`src/rtl/sfm_acc_inv_arbiter_pkg.sv`:
```
// Shared types and helpers for the softmax accumulator / inverter arbitration slice.
package sfm_acc_inv_arbiter_pkg;

    localparam int unsigned SFM_N_REQ      = 32'd4;
    localparam int unsigned SFM_FP32_WIDTH = 32'd32;

    typedef logic [$clog2(SFM_N_REQ)-1:0] sfm_lane_id_t;

    // Only round-robin is implemented; fixed priority is reserved.
    typedef enum logic [0:0] {
        SFM_ARB_RR    = 1'b0,
        SFM_ARB_FIXED = 1'b1
    } sfm_arb_mode_e;

    function automatic int unsigned sfm_wrap_inc(input int unsigned v, input int unsigned n);
        return ((v + 32'd1) >= n) ? 32'd0 : (v + 32'd1);
    endfunction

endpackage

```
`src/rtl/sfm_acc_inv_arbiter_rr.sv`:
```
// N-way round-robin arbiter; a grant offered but not taken is locked until it transfers.
module sfm_acc_inv_arbiter_rr
    import sfm_acc_inv_arbiter_pkg::*;
#(
    parameter int unsigned N_REQ = SFM_N_REQ
) (
    input  logic                     clk_i,
    input  logic                     rst_i,
    input  logic                     clear_i,
    input  logic [N_REQ-1:0]         req_i,
    input  logic                     ready_i,
    output logic                     gnt_valid_o,
    output logic [$clog2(N_REQ)-1:0] gnt_id_o
);

    localparam int unsigned ID_W = $clog2(N_REQ);

    logic [ID_W-1:0] ptr_r;
    logic            lock_valid_r;
    logic [ID_W-1:0] lock_id_r;
    logic            win_valid_s;
    logic [ID_W-1:0] win_id_s;

    function automatic logic [ID_W-1:0] rot_idx(input logic [ID_W-1:0] base, input int unsigned off);
        return ID_W'((32'(base) + off) % N_REQ);
    endfunction

    // Winner selection: locked lane, else first requester at or after the pointer.
    always_comb begin
        win_valid_s = 1'b0;
        win_id_s    = ptr_r;
        if (lock_valid_r) begin
            win_valid_s = req_i[lock_id_r];
            win_id_s    = lock_id_r;
        end else begin
            win_valid_s = |req_i;
            // Descending scan so the nearest lane to the pointer is assigned last and wins.
            for (int i = int'(N_REQ) - 1; i >= 0; i--) begin
                win_id_s = req_i[rot_idx(ptr_r, 32'(i))] ? rot_idx(ptr_r, 32'(i)) : win_id_s;
            end
        end
    end

    // Pointer advance on transfer, grant lock while the consumer stalls.
    always_ff @(posedge clk_i) begin
        if (rst_i || clear_i) begin
            ptr_r        <= {ID_W{1'b0}};
            lock_valid_r <= 1'b0;
            lock_id_r    <= {ID_W{1'b0}};
        end else if (win_valid_s && ready_i) begin
            ptr_r        <= rot_idx(win_id_s, 32'd1);
            lock_valid_r <= 1'b0;
        end else if (win_valid_s) begin
            lock_valid_r <= 1'b1;
            lock_id_r    <= win_id_s;
        end else begin
            lock_valid_r <= 1'b0;
        end
    end

    assign gnt_valid_o = win_valid_s;
    assign gnt_id_o    = win_id_s;

endmodule

```
`src/rtl/sfm_acc_inv_arbiter.sv`:
```
// Shares one denominator inverter between N_REQ lanes; results are steered back in issue order
// using a tag FIFO of lane IDs. WIDTH is the float width (32 for FP32).
module sfm_acc_inv_arbiter
    import sfm_acc_inv_arbiter_pkg::*;
#(
    parameter int unsigned WIDTH     = SFM_FP32_WIDTH,
    parameter int unsigned N_REQ     = SFM_N_REQ,
    parameter int unsigned MAX_OUTST = 32'd4
) (
    input  logic                             clk_i,
    input  logic                             rst_i,
    input  logic                             clear_i,
    input  logic [N_REQ-1:0]                 req_valid_i,
    input  logic [N_REQ*WIDTH-1:0]           req_den_i,
    output logic [N_REQ-1:0]                 req_ready_o,
    output logic                             inv_valid_o,
    output logic [WIDTH-1:0]                 inv_den_o,
    input  logic                             inv_ready_i,
    input  logic                             inv_valid_i,
    input  logic [WIDTH-1:0]                 inv_res_i,
    output logic                             inv_ready_o,
    output logic [N_REQ-1:0]                 res_valid_o,
    output logic [WIDTH-1:0]                 res_data_o,
    input  logic [N_REQ-1:0]                 res_ready_i,
    output logic [$clog2(MAX_OUTST+1)-1:0]   outst_o,
    output logic                             err_o
);

    localparam int unsigned ID_W  = $clog2(N_REQ);
    localparam int unsigned PTR_W = $clog2(MAX_OUTST);
    localparam int unsigned CNT_W = $clog2(MAX_OUTST + 1);

    logic              flush_s;
    logic [N_REQ-1:0]  eligible_s;
    logic              gnt_valid_s;
    logic [ID_W-1:0]   gnt_id_s;
    logic              push_s;
    logic              pop_s;
    logic              drop_s;
    logic [ID_W-1:0]   head_s;
    logic [ID_W-1:0]   tag_mem_r [MAX_OUTST];
    logic [PTR_W-1:0]  wr_ptr_r;
    logic [PTR_W-1:0]  rd_ptr_r;
    logic [CNT_W-1:0]  outst_r;
    logic              err_r;

    assign flush_s = rst_i | clear_i;
    // Full check uses only the registered count: a same-cycle return never frees a slot.
    assign eligible_s = ((outst_r < CNT_W'(MAX_OUTST)) && !flush_s) ? req_valid_i : {N_REQ{1'b0}};

    sfm_acc_inv_arbiter_rr #(.N_REQ(N_REQ)) u_rr (
        .clk_i       (clk_i),
        .rst_i       (rst_i),
        .clear_i     (clear_i),
        .req_i       (eligible_s),
        .ready_i     (inv_ready_i),
        .gnt_valid_o (gnt_valid_s),
        .gnt_id_o    (gnt_id_s)
    );

    assign inv_valid_o = gnt_valid_s;
    assign inv_den_o   = req_den_i[int'(gnt_id_s) * int'(WIDTH) +: WIDTH];
    assign push_s      = gnt_valid_s & inv_ready_i;
    assign head_s      = tag_mem_r[rd_ptr_r];
    assign res_data_o  = inv_res_i;
    assign outst_o     = outst_r;
    assign err_o       = err_r;

    // Per-lane accept follows the inverter's ready for the granted lane only.
    always_comb begin
        req_ready_o = {N_REQ{1'b0}};
        if (gnt_valid_s) begin
            req_ready_o[gnt_id_s] = inv_ready_i;
        end else begin
            req_ready_o = {N_REQ{1'b0}};
        end
    end

    // Return steering: head tag picks the lane; with no tag pending the result is dropped.
    always_comb begin
        res_valid_o = {N_REQ{1'b0}};
        inv_ready_o = 1'b0;
        pop_s       = 1'b0;
        drop_s      = 1'b0;
        if (flush_s) begin
            inv_ready_o = 1'b0;
        end else if (outst_r == {CNT_W{1'b0}}) begin
            inv_ready_o = 1'b1;
            drop_s      = inv_valid_i;
        end else begin
            res_valid_o[head_s] = inv_valid_i;
            inv_ready_o         = res_ready_i[head_s];
            pop_s               = inv_valid_i & res_ready_i[head_s];
        end
    end

    // Tag storage needs no reset; occupancy is tracked by the pointers and count.
    always_ff @(posedge clk_i) begin
        if (push_s) begin
            tag_mem_r[wr_ptr_r] <= gnt_id_s;
        end else begin
            tag_mem_r[wr_ptr_r] <= tag_mem_r[wr_ptr_r];
        end
    end

    // FIFO pointers and in-flight count.
    always_ff @(posedge clk_i) begin
        if (flush_s) begin
            wr_ptr_r <= {PTR_W{1'b0}};
            rd_ptr_r <= {PTR_W{1'b0}};
            outst_r  <= {CNT_W{1'b0}};
        end else begin
            if (push_s) begin
                wr_ptr_r <= PTR_W'(sfm_wrap_inc(32'(wr_ptr_r), MAX_OUTST));
            end else begin
                wr_ptr_r <= wr_ptr_r;
            end
            if (pop_s) begin
                rd_ptr_r <= PTR_W'(sfm_wrap_inc(32'(rd_ptr_r), MAX_OUTST));
            end else begin
                rd_ptr_r <= rd_ptr_r;
            end
            case ({push_s, pop_s})
                2'b10:   outst_r <= outst_r + {{(CNT_W-1){1'b0}}, 1'b1};
                2'b01:   outst_r <= outst_r - {{(CNT_W-1){1'b0}}, 1'b1};
                default: outst_r <= outst_r;
            endcase
        end
    end

    // Sticky orphan-result flag; survives clear_i, only reset removes it.
    always_ff @(posedge clk_i) begin
        if (rst_i) begin
            err_r <= 1'b0;
        end else if (drop_s) begin
            err_r <= 1'b1;
        end else begin
            err_r <= err_r;
        end
    end

endmodule

```
`config.mk`:
```
export PLATFORM = sky130hd
export DESIGN_NAME = sfm_acc_inv_arbiter
export DESIGN_NICKNAME = d
export VERILOG_FILES = /design/src/rtl/sfm_acc_inv_arbiter_pkg.sv /design/src/rtl/sfm_acc_inv_arbiter_rr.sv /design/src/rtl/sfm_acc_inv_arbiter.sv
export SDC_FILE = /design/constraint.sdc
export NUM_CORES = 1
export LEC_CHECK = 0
export ABC_AREA = 1
export ABC_CLOCK_PERIOD_IN_PS = 4500
export BUFFER_PORTS_ARGS = -buffer_cell sky130_fd_sc_hd__buf_2
export CORE_AREA = 4 4 95 97
export DETAILED_ROUTE_END_ITERATION = 12
export DIE_AREA = 0 0 99 101
export PLACE_DENSITY = 0.79
export SLEW_MARGIN = 20
export SYNTH_ARGS = -nofsm -noshare
export SYNTH_HDL_FRONTEND = slang
export SYNTH_SLANG_ARGS = --single-unit
```
`constraint.sdc`:
```
create_clock -name clk_i -period 4.5 [get_ports clk_i]
set_input_delay 0.45 -clock clk_i [delete_from_list [all_inputs] [get_ports clk_i]]
set_output_delay 0.45 -clock clk_i [all_outputs]
set_load 0.02 [all_outputs]
```
# ---- Word-level counts from Yosys, hierarchy flattened
# Memories as Yosys holds them, arrays and structs flattened. A register that Yosys moved wholly into a read port is not among the register bits.
# Cells that the tools add are included.
dict set report totals {
  ff_bits 13
  mem_bits_rw 8
  inputBits 173
  out_inout_bits 78
  n_memories 1
}
dict set report op_classes {
  add_sub_neg 8
  n_lt_le_gt_ge 12
  eq_ne 3
  shift 1
  muxes 42
  n_bitwise 7
  n_reduce_logical 12
}
# memory words width read_ports rd_ports_with_merged_regs write_ports line
set memory_table {}
lappend memory_table {tag_mem_r 4 2 1 1 1 sfm_acc_inv_arbiter.sv:41} ;# logic [ID_W-1:0] tag_mem_r [MAX_OUTST];
# op n
set ops {}
lappend ops {{128-bit by 8-bit variable part select with 32-bit output} 1}
lappend ops {{2-bit by 3-bit < comparator with 1-bit output, second input constant} 7}
lappend ops {{2-bit two-way mux} 10}
lappend ops {{1-bit two-way mux} 19}
lappend ops {{4-bit two-way mux} 4}
lappend ops {{1-bit binary-select mux with 2-bit select} 6}
lappend ops {{4-bit AND} 2}
lappend ops {{2-bit by 1-bit adder with 3-bit output, second input constant} 2}
lappend ops {{3-bit greater-or-equal comparator, second input constant} 2}
lappend ops {{3-bit one-hot mux with 2 select lines} 1}
lappend ops {{2-bit by 1-bit adder with 2-bit output, second input constant} 2}
lappend ops {{2-bit adder, second input constant} 2}
lappend ops {{1-bit demux with 2-bit select} 2}
lappend ops {{2-bit by 1-bit greater-or-equal comparator with 1-bit output, second input constant} 2}
lappend ops {{1-bit logical AND} 4}
lappend ops {{2-bit AND reduction} 2}
lappend ops {{4-bit OR reduction} 1}
lappend ops {{3-bit by 1-bit adder with 3-bit output, second input constant} 1}
lappend ops {{3-bit zero test} 1}
lappend ops {{3-bit < comparator, second input constant} 1}
lappend ops {{3-bit by 1-bit subtractor with 3-bit output, second input constant} 1}
lappend ops {{1-bit AND} 2}
lappend ops {{2-bit by 1-bit == test with 1-bit output, second input constant} 1}
lappend ops {{2-bit == test, second input constant} 1}
lappend ops {{7 further kinds} 8}

# ---- Depth between registers and ports, before layout
# Gate-level depths: netlist (run 1).
dict set report depth {
  ltp_word 17
  depth_mapped 18
  mapped_depth_nobuf 17
}

# ---- Hierarchy
# Synthesis (run 1) repeated with hierarchy kept, for this count alone.
dict set report hier_totals {
  cells_unflattened 409
  hier_area_um2 2663.8
}
# mod n_inst cells_each area_per_inst_um2
set modules_own_cells {}
lappend modules_own_cells {sfm_acc_inv_arbiter 1 312 2124.5}
lappend modules_own_cells {sfm_acc_inv_arbiter_rr 1 97 539.3}

# ---- Least setup slack after synthesis (run 1)
# OpenSTA, ideal clock, no wires.
dict set report synth_path {
  path_kind {input-to-reg}
  start {in rst_i}
  end {reg outst_r[2], in the netlist outst_o[2]}
  t_arrival_ps 2532
  required_ps 4382
  setup_slack_ps 1850
  stages 15
  path_buffers 1
  cell_sequence {inv_1 -> nand2_2 -> nor2_1 -> nand2_1 -> o22ai_1 -> nand3b_1 -> nand2_1 -> buf_2 -> ha_1 -> inv_1 -> fa_1 -> a21oi_1 -> o21ai_0 -> xor2_1 -> nor2_1}
}
dict set report synth_between {
  elab_chain_len 10
}
# item line
set synth_lines {}
lappend synth_lines {{start: declaration} sfm_acc_inv_arbiter.sv:11} ;# input logic rst_i,
lappend synth_lines {{1-bit bitwise OR (*)} sfm_acc_inv_arbiter.sv:47} ;# assign flush_s = rst_i | clear_i;
lappend synth_lines {{1-bit zero test (*)} sfm_acc_inv_arbiter.sv:49} ;# assign eligible_s = ((outst_r < CNT_W'(MAX_OUTST)) && !flush_s) ? req_valid_i : {N_REQ{1'b0}};
lappend synth_lines {{1-bit logical AND (*)} sfm_acc_inv_arbiter.sv:49}
lappend synth_lines {{4-bit two-way mux (*)} sfm_acc_inv_arbiter.sv:49}
lappend synth_lines {{1-bit binary-select mux with 2-bit select} sfm_acc_inv_arbiter_rr.sv:33} ;# win_valid_s = req_i[lock_id_r];
lappend synth_lines {{1-bit two-way mux (not written as such)} sfm_acc_inv_arbiter_rr.sv:33}
lappend synth_lines {{1-bit two-way mux (*)} sfm_acc_inv_arbiter_rr.sv:32} ;# if (lock_valid_r) begin
lappend synth_lines {{net inv_valid_o} sfm_acc_inv_arbiter.sv:16} ;# output logic inv_valid_o,
lappend synth_lines {{1-bit AND (*)} sfm_acc_inv_arbiter.sv:63} ;# assign push_s = gnt_valid_s & inv_ready_i;
lappend synth_lines {{2-bit by 1-bit == test with 1-bit output / 2-bit == test (equally long branches)} sfm_acc_inv_arbiter.sv:123} ;# case ({push_s, pop_s})
lappend synth_lines {{3-bit one-hot mux with 2 select lines / 2-bit nonzero test (equally long branches)} --}
lappend synth_lines {{end signal: assignment} sfm_acc_inv_arbiter.sv:124} ;# 2'b10: outst_r <= outst_r + {{(CNT_W-1){1'b0}}, 1'b1};
lappend synth_lines {{end signal: assignment} sfm_acc_inv_arbiter.sv:125} ;# 2'b01: outst_r <= outst_r - {{(CNT_W-1){1'b0}}, 1'b1};
lappend synth_lines {{end signal: assignment} sfm_acc_inv_arbiter.sv:126} ;# default: outst_r <= outst_r;
lappend synth_lines {{end: declaration} sfm_acc_inv_arbiter.sv:44} ;# logic [CNT_W-1:0] outst_r;
# The timed path passes the listed nets; every way through them passes the cells marked *. The select of a mux whose other input is x is not followed.
# A chain may end at the register's enable or synchronous reset.

# ---- Worst setup path in the final report (run 1)
dict set report layout_path {
  start {reg u_rr.ptr_r[0]}
  end {out inv_den_o[14]}
}
dict set report layout_between {
  elab_chain_len 9
}
# item line
set layout_lines {}
lappend layout_lines {{start: declaration} sfm_acc_inv_arbiter_rr.sv:18} ;# logic [ID_W-1:0] ptr_r;
lappend layout_lines {{start signal: assignment} sfm_acc_inv_arbiter_rr.sv:47} ;# ptr_r <= {ID_W{1'b0}};
lappend layout_lines {{start signal: assignment} sfm_acc_inv_arbiter_rr.sv:51} ;# ptr_r <= rot_idx(win_id_s, 32'd1);
lappend layout_lines {{2-bit adder} sfm_acc_inv_arbiter_rr.sv:25} ;# return ID_W'((32'(base) + off) % N_REQ);
lappend layout_lines {{1-bit binary-select mux with 2-bit select} sfm_acc_inv_arbiter_rr.sv:39} ;# win_id_s = req_i[rot_idx(ptr_r, 32'(i))] ? rot_idx(ptr_r, 32'(i)) : win_id_s;
lappend layout_lines {{1-bit two-way mux (not written as such)} sfm_acc_inv_arbiter_rr.sv:39}
lappend layout_lines {{2-bit two-way mux (3 in a row)} sfm_acc_inv_arbiter_rr.sv:39}
lappend layout_lines {{2-bit two-way mux (*)} sfm_acc_inv_arbiter_rr.sv:39}
lappend layout_lines {{2-bit two-way mux (*)} sfm_acc_inv_arbiter_rr.sv:32}
lappend layout_lines {{128-bit by 8-bit variable part select with 32-bit output (*)} sfm_acc_inv_arbiter.sv:62} ;# assign inv_den_o = req_den_i[int'(gnt_id_s) * int'(WIDTH) +: WIDTH];
lappend layout_lines {{end: declaration} sfm_acc_inv_arbiter.sv:17} ;# output logic [WIDTH-1:0] inv_den_o,
# Mark *: on every way between the ends. The rest lies on a longest branch, timed or not. The select of a mux whose other input is x is not followed.

==> impl_metrics.py, run 1 <==
metrics = {
    "run_status": {
        "status": "finished, final reports clean",
    },
    "detailed_routing": {
        "drc": 0,
        "drt_iter0_markers": 127,
        "wl_per_cell_um": 11.6,
        "drtPass1Iterations": 4,
        "via_count": 3691,
        "drt-total-wl_um": 9460,
        "viasPerCell": 4.54,
        "ant_nets": 0,
    },
    "die": {
        "die-area_sq_um": 10000,
        "rows": 33,
        "design.core.area_sq_um": 8130,
        "die_h_um": 101,
        "initial_utilization": 0.387,
        "die_w_um": 99,
        "num_io_pins": 251,
    },
    "synthesis": {
        "synthCells": 570,
        "ys.flop_type": "dfxtp_1",
        "postSynthAreaPerCell_sq_um": 5.52,
        "netlist_area_sq_um": 3150,
        "async_flop_share": 0,
        "synth_edf_count": 8,
        "ys_types": 38,
        "ys_seq_area_frac": 0.172,
        "synth_nets": 750,
        "ys_warn_count": 0,
        "synth_seq_cells": 23,
    },
    "place": {
        "io_buffer_count": 186,
        "dp_hpwl_um": 7760,
        "gp_congestion": 0.855,
    },
    "layout": {
        "diodes": 0,
        "seq_area_sq_um": 541,
        "finalNetCount": 889,
        "area_growth_pct": 22.7,
        "fillers": 903,
        "drive_gt1_frac": 0.318,
        "multi_input_area_sq_um": 1820,
    },
    "global_routing": {
        "antenna_found_initial": 0,
        "grt_pass1_wl_um": 15100,
        "grt_max_degree": 59,
        "first_global_vias": 3381,
        "grt_usage": 0.179,
        "overflow": 0,
    },
    "hold_path": {
        "hp-class": "input pin to register",
    },
    "clock_tree": {
        "clock-root-buffer": "clkbuf_8",
        "clk_pin_slew_ns": 0.08,
        "tritoncts": "done",
        "cts.hold.buffers_added": 0,
        "cts_resized": 0,
        "clk-insertion-delay-late_ns": 0.26,
        "clock_sinks": 23,
        "clk_path_buf_depth": 2,
        "cts_setup_buffers": 0,
        "cts-htree-levels": 1,
        "numCtsBuffers": 3,
    },
    "worst_setup_path": {
        "crit_fanout": 58,
        "critPathCaptureType": "output pin",
        "worst-setup-path-type": "register to output pin",
        "cp.arrival_ns": 3.15,
        "start_kind": "register",
        "required_ns": 4.05,
    },
    "sta": {
        "finalClockSkew_ns": 0.00728,
        "max_slew.worst_pin.slew_ns": 1.04,
        "tns_ns": 0,
        "slew_viol_final": 0,
        "fmax_mhz": 278,
        "finalSetupViolations": 0,
        "slew-limit-headroom": 0.304,
        "whs_ns": 0.406,
        "hold_violations": 0,
        "rsz0062_at_grt": "no",
        "fin_crit_ns": 3.60,
        "timing.final.crit_share": 0.799,
    },
    "power": {
        "finalPower_mw": 0.961,
        "ir_drop_mv": 0.130,
        "p_leak_nw": 2.44,
        "powerDensity_nw_per_um2": 249,
    },
    "flow_run": {
        "maxCapViolCount": 0,
    },
}
==> synthesized netlist by cell type (2+ instances only) <==
library cell / n / area (sq um)
inv_2: 3 / 11.3
a21oi_1: 14 / 70.1
buf_2: 8 / 40.0
ha_1: 6 / 75.1
edfxtp_1: 8 / 240
nand3_2: 3 / 30.0
a31oi_1: 2 / 12.5
inv_1: 91 / 342
xor2_1: 2 / 17.5
o21ai_0: 6 / 30.0
nand2_1: 250 / 938
nand3_1: 42 / 210
nor2_1: 23 / 86.3
buf_6: 8 / 90.1
o211ai_1: 2 / 15.0
dfxtp_1: 15 / 300
clkbuf_1: 2 / 7.51
nor3_1: 4 / 20.0
nand4_1: 9 / 56.3
buf_4: 34 / 255
or2_2: 2 / 12.5
nand2_2: 20 / 125
==> final timing paths <==
kind | start | to | slack [ns] | depth (start not counted)
worst max-delay path | u_rr.ptr_r[0]$_SDFFE_PP0P_ | inv_den_o[14] | 0.90 | 16
worst min-delay path | rst_i | err_o$_SDFFE_PP0P_ | 0.41 | 2
worst max register to register | register | outst_o[2]$_SDFFE_PP0P_ | 1.82 | 17
worst min register to register | err_o$_SDFFE_PP0P_ | err_o$_SDFFE_PP0P_ | 0.48 | 2
==> report_power, final <==
part	internal, mW	switching (mW)
registers	0.223	0.00465
logic	0.217	0.393
clock network	0.0631	0.0601
==> worst max-delay path, cell delays in order (launching register included) <==
cell and delay, ns:
dfxtp_1 0.56, inv_2 0.14, nand4_1 0.12, nand2_1 0.11, nand2_1 0.08, nand2_1 0.06
o21ai_2 0.15, nand2_1 0.09, nand2_1 0.08, nand3_2 0.08, nand2_2 0.76, buf_4 0.27
nand2_1 0.05, nand2_1 0.06, nand2_1 0.05, nand2_1 0.05, buf_2 0.16
==> cell usage in the layout (no fill, tap or decap), drive strengths merged, types with 2 or more instances in the layout <==
master,count
or2,2
a31oi,2
edfxtp,8
nand4,9
o211ai,2
clkbuf,4
xor2,2
o21ai,8
a21oi,15
nand2,270
inv,94
nand3,45
nor2,24
ha,6
buf,190
dfxtp,15
nor3,4
==> logic make-up (layout without fill, tap and decap cells) <==
| kind of cell | count (synthesis) | in the layout | share of synthesized area |
|---|---|---|---|
| buffers and inverters | 150 | 288 | 0.251 |
| adder cells (fa/ha/maj) | 7 | 7 | 0.0302 |
| AO/OA/AOI/OAI | 32 | 32 | 0.0632 |
| flip-flops | 23 | 23 | 0.172 |
| AND/OR/NAND/NOR | 355 | 355 | 0.476 |
| XOR/XNOR | 3 | 3 | 0.00835 |
==> per-stage QoR <==
step	setup slack (ns)	std cells	cell area, sq um	utilization
final	0.905	813	3860	0.475
after global routing	0.614	813	3860	0.475
after CTS	0.899	813	3860	0.475
after detailed placement	0.984	809	3820	0.469
after global placement	1.04	809	3820	0.469
after floorplan	1.85	570	3150	-
==> sequential cells by signal, indices dropped and copies added (netlist names), named ones only <==
name               count
wr_ptr_r               2
u_rr.lock_valid_r      1
outst_o                3
u_rr.lock_id_r         2
u_rr.ptr_r             2
err_o                  1
rd_ptr_r               2
tag_mem_r              8
==> layout make-up <==
cell class | instances | share of cell area
clock buffers | 4 | 0.0117
inverters | 94 | 0.0914
multi-input cells | 397 | 0.471
flip-flops and latches | 23 | 0.140
well taps | 105 | 0.0340
repair buffers | 190 | 0.252
==> layer usage <==
layer | up-vias | wire (um) | GRT usage
li1 | 1957 | - | -
met1 | 1565 | 3740 | 0.210
met2 | 150 | 4710 | 0.327
met3 | 19 | 851 | 0.0436
met4 | 0 | 161 | 0.0431
met5 | - | 0 | 0
(Power assumes the default switching activity.)
==> run 2, diff against run 1 <==
ABC_CLOCK_PERIOD_IN_PS = 3000   (was 4500)
CORE_AREA = not set   (was 4 4 95 97)
CORE_MARGIN = 4   (was not set)
CORE_UTILIZATION = 37   (was not set)
DIE_AREA = not set   (was 0 0 99 101)
clock period = 3 ns   (was 4.5 ns; I/O delays follow)
==> impl_metrics.py, run 2 (synthesized netlist as in run 1, its figures left out) <==
metrics = {
    "sta": {
        "max_slew.worst_pin.slew_ns": 0.370,
        "slew-limit-headroom": 0.753,
        "hold_violations": 0,
        "tns_ns": 0,
        "finalSetupViolations": 0,
        "timing.final.crit_share": 0.913,
        "fmax_mhz": 365,
        "slew_viol_final": 0,
        "rsz0062_at_grt": "no",
        "finalClockSkew_ns": 0.00340,
        "fin_crit_ns": 2.74,
        "setup_slack_ns": 0.261,
    },
    "place": {
        "io_buffer_count": 186,
        "dp_hpwl_um": 8160,
        "gp_congestion": 0.900,
        "pre_cts_ws_ns": 0.351,
    },
    "die": {
        "initial_utilization": 0.381,
        "design.core.area_sq_um": 8260,
        "rows": 33,
        "die-area_sq_um": 10000,
        "num_io_pins": 251,
        "die_w_um": 100,
        "die_h_um": 100,
    },
    "worst_setup_path": {
        "cp.arrival_ns": 2.44,
        "critPathCaptureType": "output pin",
        "start_kind": "register",
        "rr_endpoint": "outst_o[2]$_SDFFE_PP0P_",
        "reg2reg_depth": 14,
        "crit_fanout": 23,
        "r2r_setup_slack_ns": 0.37,
        "worst-setup-path-type": "register to output pin",
        "required_ns": 2.70,
    },
    "power": {
        "p_leak_nw": 2.48,
        "clkPwrFrac": 0.130,
        "power_switching_mw": 0.706,
        "power_frac_seq": 0.232,
        "ir_drop_mv": 0.163,
        "p_int_mw": 0.764,
        "pwr-share-comb": 0.638,
        "powerDensity_nw_per_um2": 375,
        "switching_share": 0.480,
    },
    "clock_tree": {
        "clock-root-buffer": "clkbuf_8",
        "clk_path_buf_depth": 2,
        "cts.hold.buffers_added": 0,
        "tritoncts": "done",
        "numCtsBuffers": 3,
        "cts_setup_buffers": 0,
        "clk-insertion-delay-late_ns": 0.26,
        "cts-htree-levels": 1,
        "clock_sinks": 23,
        "clk_pin_slew_ns": 0.08,
    },
    "global_routing": {
        "first_global_vias": 3319,
        "antenna_found_initial": 0,
        "grt_usage": 0.181,
        "overflow": 0,
        "grt_pass1_wl_um": 15200,
        "grt_max_degree": 26,
    },
    "detailed_routing": {
        "drt_iter0_markers": 116,
        "viasPerCell": 4.57,
        "drt-total-wl_um": 9750,
        "drtPass1Iterations": 4,
        "wl_per_cell_um": 11.9,
        "ant_nets": 0,
        "drc": 0,
        "via_count": 3751,
    },
    "layout": {
        "largest-register": "tag_mem_r",
        "area_growth_pct": 24.4,
        "final_cell_mix": "nand2_1, buf_2, inv_1",
        "finalNetCount": 896,
        "final_common_cell": "nand2_1",
        "largest_reg_flops": 8,
        "diodes": 0,
        "drive_gt1_frac": 0.327,
        "fillers": 895,
    },
    "hold_path": {
        "hp-class": "input pin to register",
        "hold_path_end": "err_o$_SDFFE_PP0P_",
        "min_delay_path_depth": 2,
        "hold_start": "rst_i",
    },
    "run_status": {
        "status": "finished, final reports clean",
    },
    "flow_run": {
        "maxCapViolCount": 0,
    },
}
## run 2: changes by cell type in the layout (fill, tap and decap cells not counted)
cell      delta
dfxtp_1      -1
clkinv_2     +1
clkbuf_1     -1
buf_4        +7
dfxtp_2      +1
## run 2: metal layers
layer / GRT usage / wire length [um] / up-vias
li1: - / - / 1974
met1: 0.227 / 3920 / 1586
met2: 0.312 / 4730 / 167
met3: 0.0466 / 864 / 24
met4: 0.0415 / 235 / 0
met5: 0 / 0 / -
## run 2: final cells by class
type	instances	area (sq um)	area share
Timing Repair Buffer	197	1030	0.262
Clock inverter	1	5.00	0.00128
Clock buffer	3	41.3	0.0105
Inverter	94	353	0.0901
Tap cell	105	131	0.0335
Multi-Input combinational cell	397	1820	0.464
Sequential cell	23	542	0.138
## run 2: stage by stage
| stage | instances | area, sq um | utilization | hold WS (ns) | total power [mW] |
|---|---|---|---|---|---|
| 2_1_floorplan | 570 | 3150 | - | 0.372 | 1.07 |
| 3_3_place_gp | 816 | 3870 | 0.468 | 0.460 | 1.29 |
| 3_5_place_dp | 816 | 3870 | 0.468 | 0.462 | 1.29 |
| 4_1_cts | 820 | 3920 | 0.474 | 0.252 | 1.48 |
| 5_1_grt | 820 | 3920 | 0.474 | 0.262 | 1.60 |
| 6_report | 820 | 3920 | 0.474 | 0.255 | 1.47 |
## run 2: power groups by stage
stage	clock [mW]	sequential [mW]	combinational (mW)
global route	0.208	0.343	1.05
CTS	0.197	0.341	0.944
finish	0.191	0.341	0.937
global placement	0	0.348	0.941
floorplan	0	0.347	0.719
detailed placement	0	0.348	0.941
## run 2: critical path, stage by stage, from the launching register on
cell     delay, ns
dfxtp_2       0.47
inv_2         0.11
nand4_1       0.11
nand2_1       0.11
nand2_1       0.07
nand2_1       0.06
o21ai_2       0.14
nand2_1       0.09
nand2_1       0.08
nand3_2       0.07
nand2_2       0.11
buf_4         0.28
nand2_1       0.08
nand2_1       0.10
nand2_1       0.06
nand2_1       0.06
buf_2         0.15
## run 2: worst max-delay path by stage
| stage | from | to | slack, ns |
|---|---|---|---|
| floorplan | outst_o[2]$_SDFFE_PP0P_ | outst_o[2]$_SDFFE_PP0P_ | 0.39 |
| global placement | u_rr.ptr_r[0]$_SDFFE_PP0P_ | inv_den_o[26] | 0.42 |
| detailed placement | register | outst_o[2]$_SDFFE_PP0P_ | 0.35 |
| CTS | u_rr.ptr_r[0]$_SDFFE_PP0P_ | inv_den_o[11] | 0.11 |
| global route | register | outst_o[2]$_SDFFE_PP0P_ | 0.004 |
| finish | u_rr.ptr_r[0]$_SDFFE_PP0P_ | inv_den_o[1] | 0.26 |
## run 2: timing repair
action / in CTS / in global routing
hold endpoints to repair: 0 / 0
resized for setup: 0 / 1
endpoints found under the setup margin: 0 / 33
